===== config.mk =====
export PLATFORM = sky130hd
export DESIGN_NAME = ps2_host_tx
export DESIGN_NICKNAME = d
export VERILOG_FILES = /design/src/rtl/ps2_pkg.sv /design/src/rtl/ps2_line_filter.sv /design/src/rtl/ps2_host_tx.sv
export SDC_FILE = /design/constraint.sdc
export NUM_CORES = 1
export LEC_CHECK = 0
export BUFFER_PORTS_ARGS = -buffer_cell sky130_fd_sc_hd__buf_4
export CORE_UTILIZATION = 55
export CTS_BUF_LIST = sky130_fd_sc_hd__clkbuf_2 sky130_fd_sc_hd__clkbuf_4 sky130_fd_sc_hd__clkbuf_8
export DETAILED_ROUTE_END_ITERATION = 16
export PLACE_DENSITY_LB_ADDON = 0.25
export SLEW_MARGIN = 15
export SYNTH_ARGS = -nofsm -noshare
export SYNTH_HDL_FRONTEND = slang
export SYNTH_SLANG_ARGS = --single-unit

===== constraint.sdc =====
create_clock -name clk -period 2.3 [get_ports clk]
set_clock_uncertainty 0.15 [all_clocks]
set_input_delay 0.46 -clock clk [delete_from_list [all_inputs] [get_ports clk]]
set_output_delay 0.46 -clock clk [all_outputs]
set_load 0.05 [all_outputs]

===== src/rtl/ps2_pkg.sv =====
// PS/2 host-side shared definitions: FSM states, command bytes,
// frame bit indices and the odd-parity helper.
package ps2_pkg;

  typedef enum logic [2:0] {
    IDLE,
    INHIBIT,
    REQ,
    BITS,
    ACK,
    WAIT_IDLE
  } ps2_state_t;

  localparam logic [7:0] CMD_SET_LED = 8'hED;
  localparam logic [7:0] CMD_ENABLE  = 8'hF4;
  localparam logic [7:0] CMD_RESET   = 8'hFF;
  localparam logic [7:0] RSP_ACK     = 8'hFA;

  localparam logic [3:0] PARITY_IDX = 4'd8;
  localparam logic [3:0] STOP_IDX   = 4'd9;

  function automatic logic odd_parity(input logic [7:0] d);
    return ~^d;
  endfunction

endpackage


===== src/rtl/ps2_line_filter.sv =====
// PS/2 pin conditioning: 2-FF synchronisers on clk/data, glitch filter on clk.
// Ports: clk, reset, clk_pin/data_pin raw -> clk_filt, data_sync, fall pulse.
module ps2_line_filter #(
  parameter int FILTER_LEN = 8
) (
  input  logic clk,
  input  logic reset,
  input  logic clk_pin,
  input  logic data_pin,
  output logic clk_filt,
  output logic data_sync,
  output logic fall
);

  localparam int CW = (FILTER_LEN > 1) ? $clog2(FILTER_LEN) : 1;
  localparam logic [CW-1:0] CNT_MAX = CW'(FILTER_LEN - 1);

  logic [1:0]    clk_meta;
  logic [1:0]    data_meta;
  logic [CW-1:0] cnt;

  assign data_sync = data_meta[1];

  // A new clk level is taken only after FILTER_LEN samples in a row
  // disagree with the current filtered level.
  always_ff @(posedge clk) begin
    if (reset) begin
      clk_meta  <= 2'b11;
      data_meta <= 2'b11;
      clk_filt  <= 1'b1;
      cnt       <= '0;
      fall      <= 1'b0;
    end else begin
      clk_meta  <= {clk_meta[0], clk_pin};
      data_meta <= {data_meta[0], data_pin};
      fall      <= 1'b0;
      if (clk_meta[1] == clk_filt) begin
        cnt <= '0;
      end else if (cnt == CNT_MAX) begin
        cnt      <= '0;
        clk_filt <= clk_meta[1];
        fall     <= clk_filt;
      end else begin
        cnt <= cnt + 1'b1;
      end
    end
  end

endmodule


===== src/rtl/ps2_host_tx.sv =====
// PS/2 host-to-device byte transmitter with open-drain line control.
// Ports: tx_valid/tx_data/tx_ready in, pins in, *_oe out, busy/done/error.
module ps2_host_tx
  import ps2_pkg::*;
#(
  parameter int INHIBIT_CYCLES = 12000,
  parameter int TIMEOUT_CYCLES = 2000000,
  parameter int FILTER_LEN     = 8
) (
  input  logic       clk,
  input  logic       reset,
  input  logic       tx_valid,
  input  logic [7:0] tx_data,
  output logic       tx_ready,
  input  logic       ps2_clk_in,
  input  logic       ps2_data_in,
  output logic       ps2_clk_oe,
  output logic       ps2_data_oe,
  output logic       busy,
  output logic       done,
  output logic       error
);

  localparam int IW = $clog2(INHIBIT_CYCLES);
  localparam int TW = $clog2(TIMEOUT_CYCLES);
  localparam logic [IW-1:0] ICNT_MAX = IW'(INHIBIT_CYCLES - 1);
  localparam logic [TW-1:0] TCNT_MAX = TW'(TIMEOUT_CYCLES - 1);

  ps2_state_t    state;
  logic [IW-1:0] icnt;
  logic [TW-1:0] tcnt;
  logic [3:0]    bitcnt;
  logic [7:0]    shreg;
  logic          parity;
  logic          ack;
  logic          clk_filt;
  logic          data_sync;
  logic          fall;
  logic          tx_bit;
  logic          tmo;

  ps2_line_filter #(
    .FILTER_LEN(FILTER_LEN)
  ) u_filt (
    .clk      (clk),
    .reset    (reset),
    .clk_pin  (ps2_clk_in),
    .data_pin (ps2_data_in),
    .clk_filt (clk_filt),
    .data_sync(data_sync),
    .fall     (fall)
  );

  assign tmo = (tcnt == TCNT_MAX);

  // Bit driven on the next fall; the stop bit is a released line.
  always_comb begin
    tx_bit = 1'b1;
    unique case (1'b1)
      (bitcnt < PARITY_IDX):  tx_bit = shreg[bitcnt[2:0]];
      (bitcnt == PARITY_IDX): tx_bit = parity;
      default:                tx_bit = 1'b1;
    endcase
  end

  always_ff @(posedge clk) begin
    if (reset) begin
      state       <= IDLE;
      tx_ready    <= 1'b1;
      busy        <= 1'b0;
      done        <= 1'b0;
      error       <= 1'b0;
      ps2_clk_oe  <= 1'b0;
      ps2_data_oe <= 1'b0;
      icnt        <= '0;
      tcnt        <= '0;
      bitcnt      <= '0;
      shreg       <= '0;
      parity      <= 1'b0;
      ack         <= 1'b0;
    end else begin
      done  <= 1'b0;
      error <= 1'b0;
      unique case (state)
        IDLE: begin
          if (tx_valid) begin
            state      <= INHIBIT;
            tx_ready   <= 1'b0;
            busy       <= 1'b1;
            ps2_clk_oe <= 1'b1;
            icnt       <= '0;
            shreg      <= tx_data;
            parity     <= odd_parity(tx_data);
          end
        end
        INHIBIT: begin
          if (icnt == ICNT_MAX) begin
            state       <= REQ;
            ps2_data_oe <= 1'b1;
          end else begin
            icnt <= icnt + 1'b1;
          end
        end
        REQ: begin
          state      <= BITS;
          ps2_clk_oe <= 1'b0;
          bitcnt     <= '0;
          tcnt       <= '0;
        end
        BITS, ACK, WAIT_IDLE: begin
          tcnt <= tcnt + 1'b1;
          if (tmo) begin
            // Timeout outranks any fall seen in the same cycle.
            state       <= IDLE;
            tx_ready    <= 1'b1;
            busy        <= 1'b0;
            ps2_clk_oe  <= 1'b0;
            ps2_data_oe <= 1'b0;
            error       <= 1'b1;
          end else if (state == BITS) begin
            if (fall) begin
              ps2_data_oe <= ~tx_bit;
              bitcnt      <= bitcnt + 1'b1;
              if (bitcnt == STOP_IDX) begin
                state <= ACK;
              end
            end
          end else if (state == ACK) begin
            if (fall) begin
              ack   <= ~data_sync;
              state <= WAIT_IDLE;
            end
          end else if (clk_filt && data_sync) begin
            state    <= IDLE;
            tx_ready <= 1'b1;
            busy     <= 1'b0;
            done     <= ack;
            error    <= ~ack;
          end
        end
        default: begin
          state <= IDLE;
        end
      endcase
    end
  end

endmodule


==> summary by stage <==
Place
Detailed placement finished with a half-perimeter wire length of 5437 µm. The setup slack at placement is 0.09057 ns. The congestion estimate from routability-driven global placement came to 0.8825. The number of input and output port buffers inserted is 18.

The number of instances in the placed design is 506.

Layout
The share of layout cells above drive strength 1 is 15.21%. Fill cells in the final layout number 486. For this run, the post-layout net count is 462. Compared with the post-synthesis result, the final layout area differs by 14.45%. The finished layout holds 522 standard cells, fillers aside. Cells fill 66.17% of the core in the end.

The number of antenna diodes in the final layout is 0.

Synthesis
In the synthesized netlist the dominant register cell turns out to be sky130_fd_sc_hd__dfxtp_1. The cell area that synthesis handed to floorplanning was 3463 µm². Synthesis produced 413 cells. The net count of the mapped netlist is 433. The Yosys step of the flow raised 0 warnings. In this run the mean area of a mapped cell was 8.386 µm².

In the synthesized netlist the async set-or-reset flop fraction comes to 0%. The share of the yosys chip area belonging to registers is 38.73%. By instance count, the leading cell after synthesis is sky130_fd_sc_hd__dfxtp_1. In this run, distinct cell masters in the synthesized netlist total 64. The register bit total from synthesis is 67.

The largest total area in the synthesized netlist belongs to sky130_fd_sc_hd__dfxtp_1. Counting flops with a built-in enable in the synthesized netlist gives 0. In the post-synthesis netlist, the biggest area contributors are sky130_fd_sc_hd__dfxtp_1 39%, sky130_fd_sc_hd__nand2_1 5.1%, sky130_fd_sc_hd__xnor2_1 4.8%. The top cell type by area accounts for 38.73% of the synthesized area. By count the netlist is led by 67 x sky130_fd_sc_hd__dfxtp_1, 47 x sky130_fd_sc_hd__nand2_1, 39 x sky130_fd_sc_hd__nor2_1, 24 x sky130_fd_sc_hd__a21oi_1.

Routing
After detailed routing, the number of remaining DRC violations is 0. The wire length on met3 is 326 µm. The routed layout has 3,110 vias.

The wire length on met1 is 3630 µm. In the detailed route, the total length drawn on met2 is 3732 µm. After detailed routing, the average wire length per cell comes to 14.91 µm. For this run, the detailed router's first-pass iteration total came to 5. The first routing iteration left 164 violations. The detail route stage leaves a number of antenna-violating nets equal to 0. The post-detailed-routing wire length is 7783 µm. The via density per instance is 5.958. The top layer reached by signal wires is met4.

Global routing
The via count of the first global-routing pass is 2,815. Global routing used 25.84% of the available tracks across all layers. Global routing finished with a remaining overflow of 0. The first global-routing pass estimated 12,890 µm of wire. Entering global routing, the biggest net connects 24 pins. The initial antenna violation count came to 0.

Timing
Setup repair after global routing could not meet its margin everywhere. The number of setup violations in the final report is 0. Subtracting the final worst setup slack from the clock period gives 2.229 ns. Static timing analysis puts the maximum clock frequency at 448.7 MHz. The post-route clock period utilization is 96.90%. On the final layout, the worst hold slack is 0.1460 ns. The number of hold violations in the final report was 0. The worst max-slew margin expressed relative to the limit is 45.06%.

Setup slack on the critical path of the routed design comes to 0.07134 ns. At the pin with the least slew margin, the transition time is 0.8178 ns. The count of final max-slew check failures came to 0.

Floorplanning
The site row count is 28. The top-level port count is 19. The standard cell core area is 5991 µm². The die covers 6619 µm². The chip width is 81.36 µm.

In this run the vertical extent of the chip is 81.36 µm. The initial cell density of the core is 57.81%.

Clock network
The clock insertion delay at the later pin of the skew report is 0.35 ns. In this run the clock root is driven by a sky130_fd_sc_hd__clkbuf_8. For this design, the CTS-stage hold fixing added 0 buffers. No sink is reached through more buffers than the 2 on the longest clock path. Buffers inserted during clock tree synthesis total 9. The H-tree depth is 3. The total of cells resized after clock tree synthesis is 0. The number of post-CTS setup repair buffers is 0. The clock transition time at the flip-flop clock pins of the worst setup and hold paths is 0.07 ns. The CTS tree is built. The clock sink count is 67.

Critical path
The element type at the critical path end is a flip-flop. The kind of start point of the critical path is a flip-flop. The largest fanout on the critical path is 13. The data arrival time of the worst path is 2.36 ns.

The required time of the critical path is 2.43 ns. The worst setup path is of the reg2reg kind.

Power
Combinational logic burns 8.3% of the power. Of the total power, registers draw 49.0%. The internal portion of the total power is 0.001855 W. The cell leakage power is 1.430 nW. Across the VDD grid, the largest voltage drop is 0.0004702 V.

The clock network burns 42.7% of the power. For this design the total switching power over the nets is 0.0006015 W. Power spread over the standard cell area amounts to 619.7 nW/µm².

The share of total power consumed by net switching is 24.49%.

Run
The tool flagged a number of max-cap violations equal to 0.

Hold path
The path class of the tightest hold or removal check is in2reg.

Status
The flow ran to the end, and the final reports show no timing, DRC or antenna violations.
==> worst paths after layout <==
kind	cells after the start	slack, ns	endpoint	from
max	5	0.07	bitcnt[1]	tcnt[14]
min	2	0.15	u_filt.clk_meta[0]	ps2_clk_in
max reg2reg	5	0.07	bitcnt[1]	tcnt[14]
min reg2reg	1	0.26	u_filt.data_meta[1]	u_filt.data_meta[0]
==> state kept, by name, indices dropped and copies added (netlist names) <==
name and cells:
ack 1, bitcnt 4, busy 1, done 1
error 1, icnt 14, parity 1, ps2_clk_oe 1
ps2_data_oe 1, shreg 8, state 3, tcnt 21
tx_ready 1, u_filt.clk_filt 1, u_filt.clk_meta 2, u_filt.cnt 3
u_filt.data_meta 2, u_filt.fall 1
==> cell usage in the layout (no fill, tap or decap), drive strengths merged, types with 5 or more instances in the layout <==
cell type and instances:
nor4 11, or3 5, nor2b 6, buf 36, o21ai 20, nand4 11
ha 7, xor2 6, nand2 48, inv 7, and3 5, a21oi 24
nor2 39, dfxtp 67, o31ai 6, nor3 10, mux2i 9, nand2b 5
nand3 19, clkbuf 13, a31oi 5, or2 9, and4 6, xnor2 19
and2 5
==> worst max-delay path: stages, from the launching register on <==
cell and delay [ns]:
sky130_fd_sc_hd__dfxtp_1 0.35, sky130_fd_sc_hd__or4b_4 0.56, sky130_fd_sc_hd__nor4_4 0.42, sky130_fd_sc_hd__nand2_2 0.25
sky130_fd_sc_hd__a31oi_2 0.26, sky130_fd_sc_hd__mux2i_1 0.19
==> per-stage QoR <==
step           area [µm²]  TNS (ns)  power [W]
2_1_floorplan        3463         0   0.001366
3_3_place_gp         3751         0   0.001430
6_report             3964         0   0.002456
5_1_grt              3964  -0.03850   0.002544
4_1_cts              3964         0   0.002466
3_5_place_dp         3751         0   0.001433
==> power by group through the flow <==
| stage | Sequential [W] | Clock (W) | Combinational [W] |
|---|---|---|---|
| after global placement | 0.00123 | 0 | 0.000200 |
| after detailed placement | 0.00123 | 0 | 0.000202 |
| final | 0.00120 | 0.00105 | 0.000203 |
| after floorplan | 0.00125 | 0 | 0.000118 |
| after global routing | 0.00121 | 0.00112 | 0.000221 |
| after CTS | 0.00120 | 0.00106 | 0.000203 |
==> logic make-up (layout without fill, tap and decap cells) <==
kind of cell	after synthesis	count (layout)	synth area share [%]
and+or+nand+nor	195	195	30.56
AOI/OAI and AO/OA	82	82	15.32
DFF	67	67	38.73
xor gates and xnor gates	25	25	6.322
buffers and inverters	25	59	2.962
muxes	12	12	3.577
adders and majority gates	7	7	2.529
==> cell type report <==
| cell class | instances | area, µm² | area share (%) |
|---|---|---|---|
| timing repair buffer | 36 | 270.3 | 6.818 |
| inverter | 7 | 26.28 | 0.6629 |
| clock buffer | 13 | 166.4 | 4.198 |
| sequential | 67 | 1341 | 33.84 |
| clock inverter | 3 | 46.29 | 1.168 |
| tap | 75 | 93.84 | 2.367 |
| multi-input combinational | 321 | 2019 | 50.95 |
==> per-layer routing <==
metal / vias to the layer above / GRT usage, %
met4: 0 / 8.750
met1: 1464 / 32.32
met5: - / 0
li1: 1569 / -
met3: 8 / 7.191
met2: 69 / 42.42
Note: power is estimated with default switching activity, not from simulation.
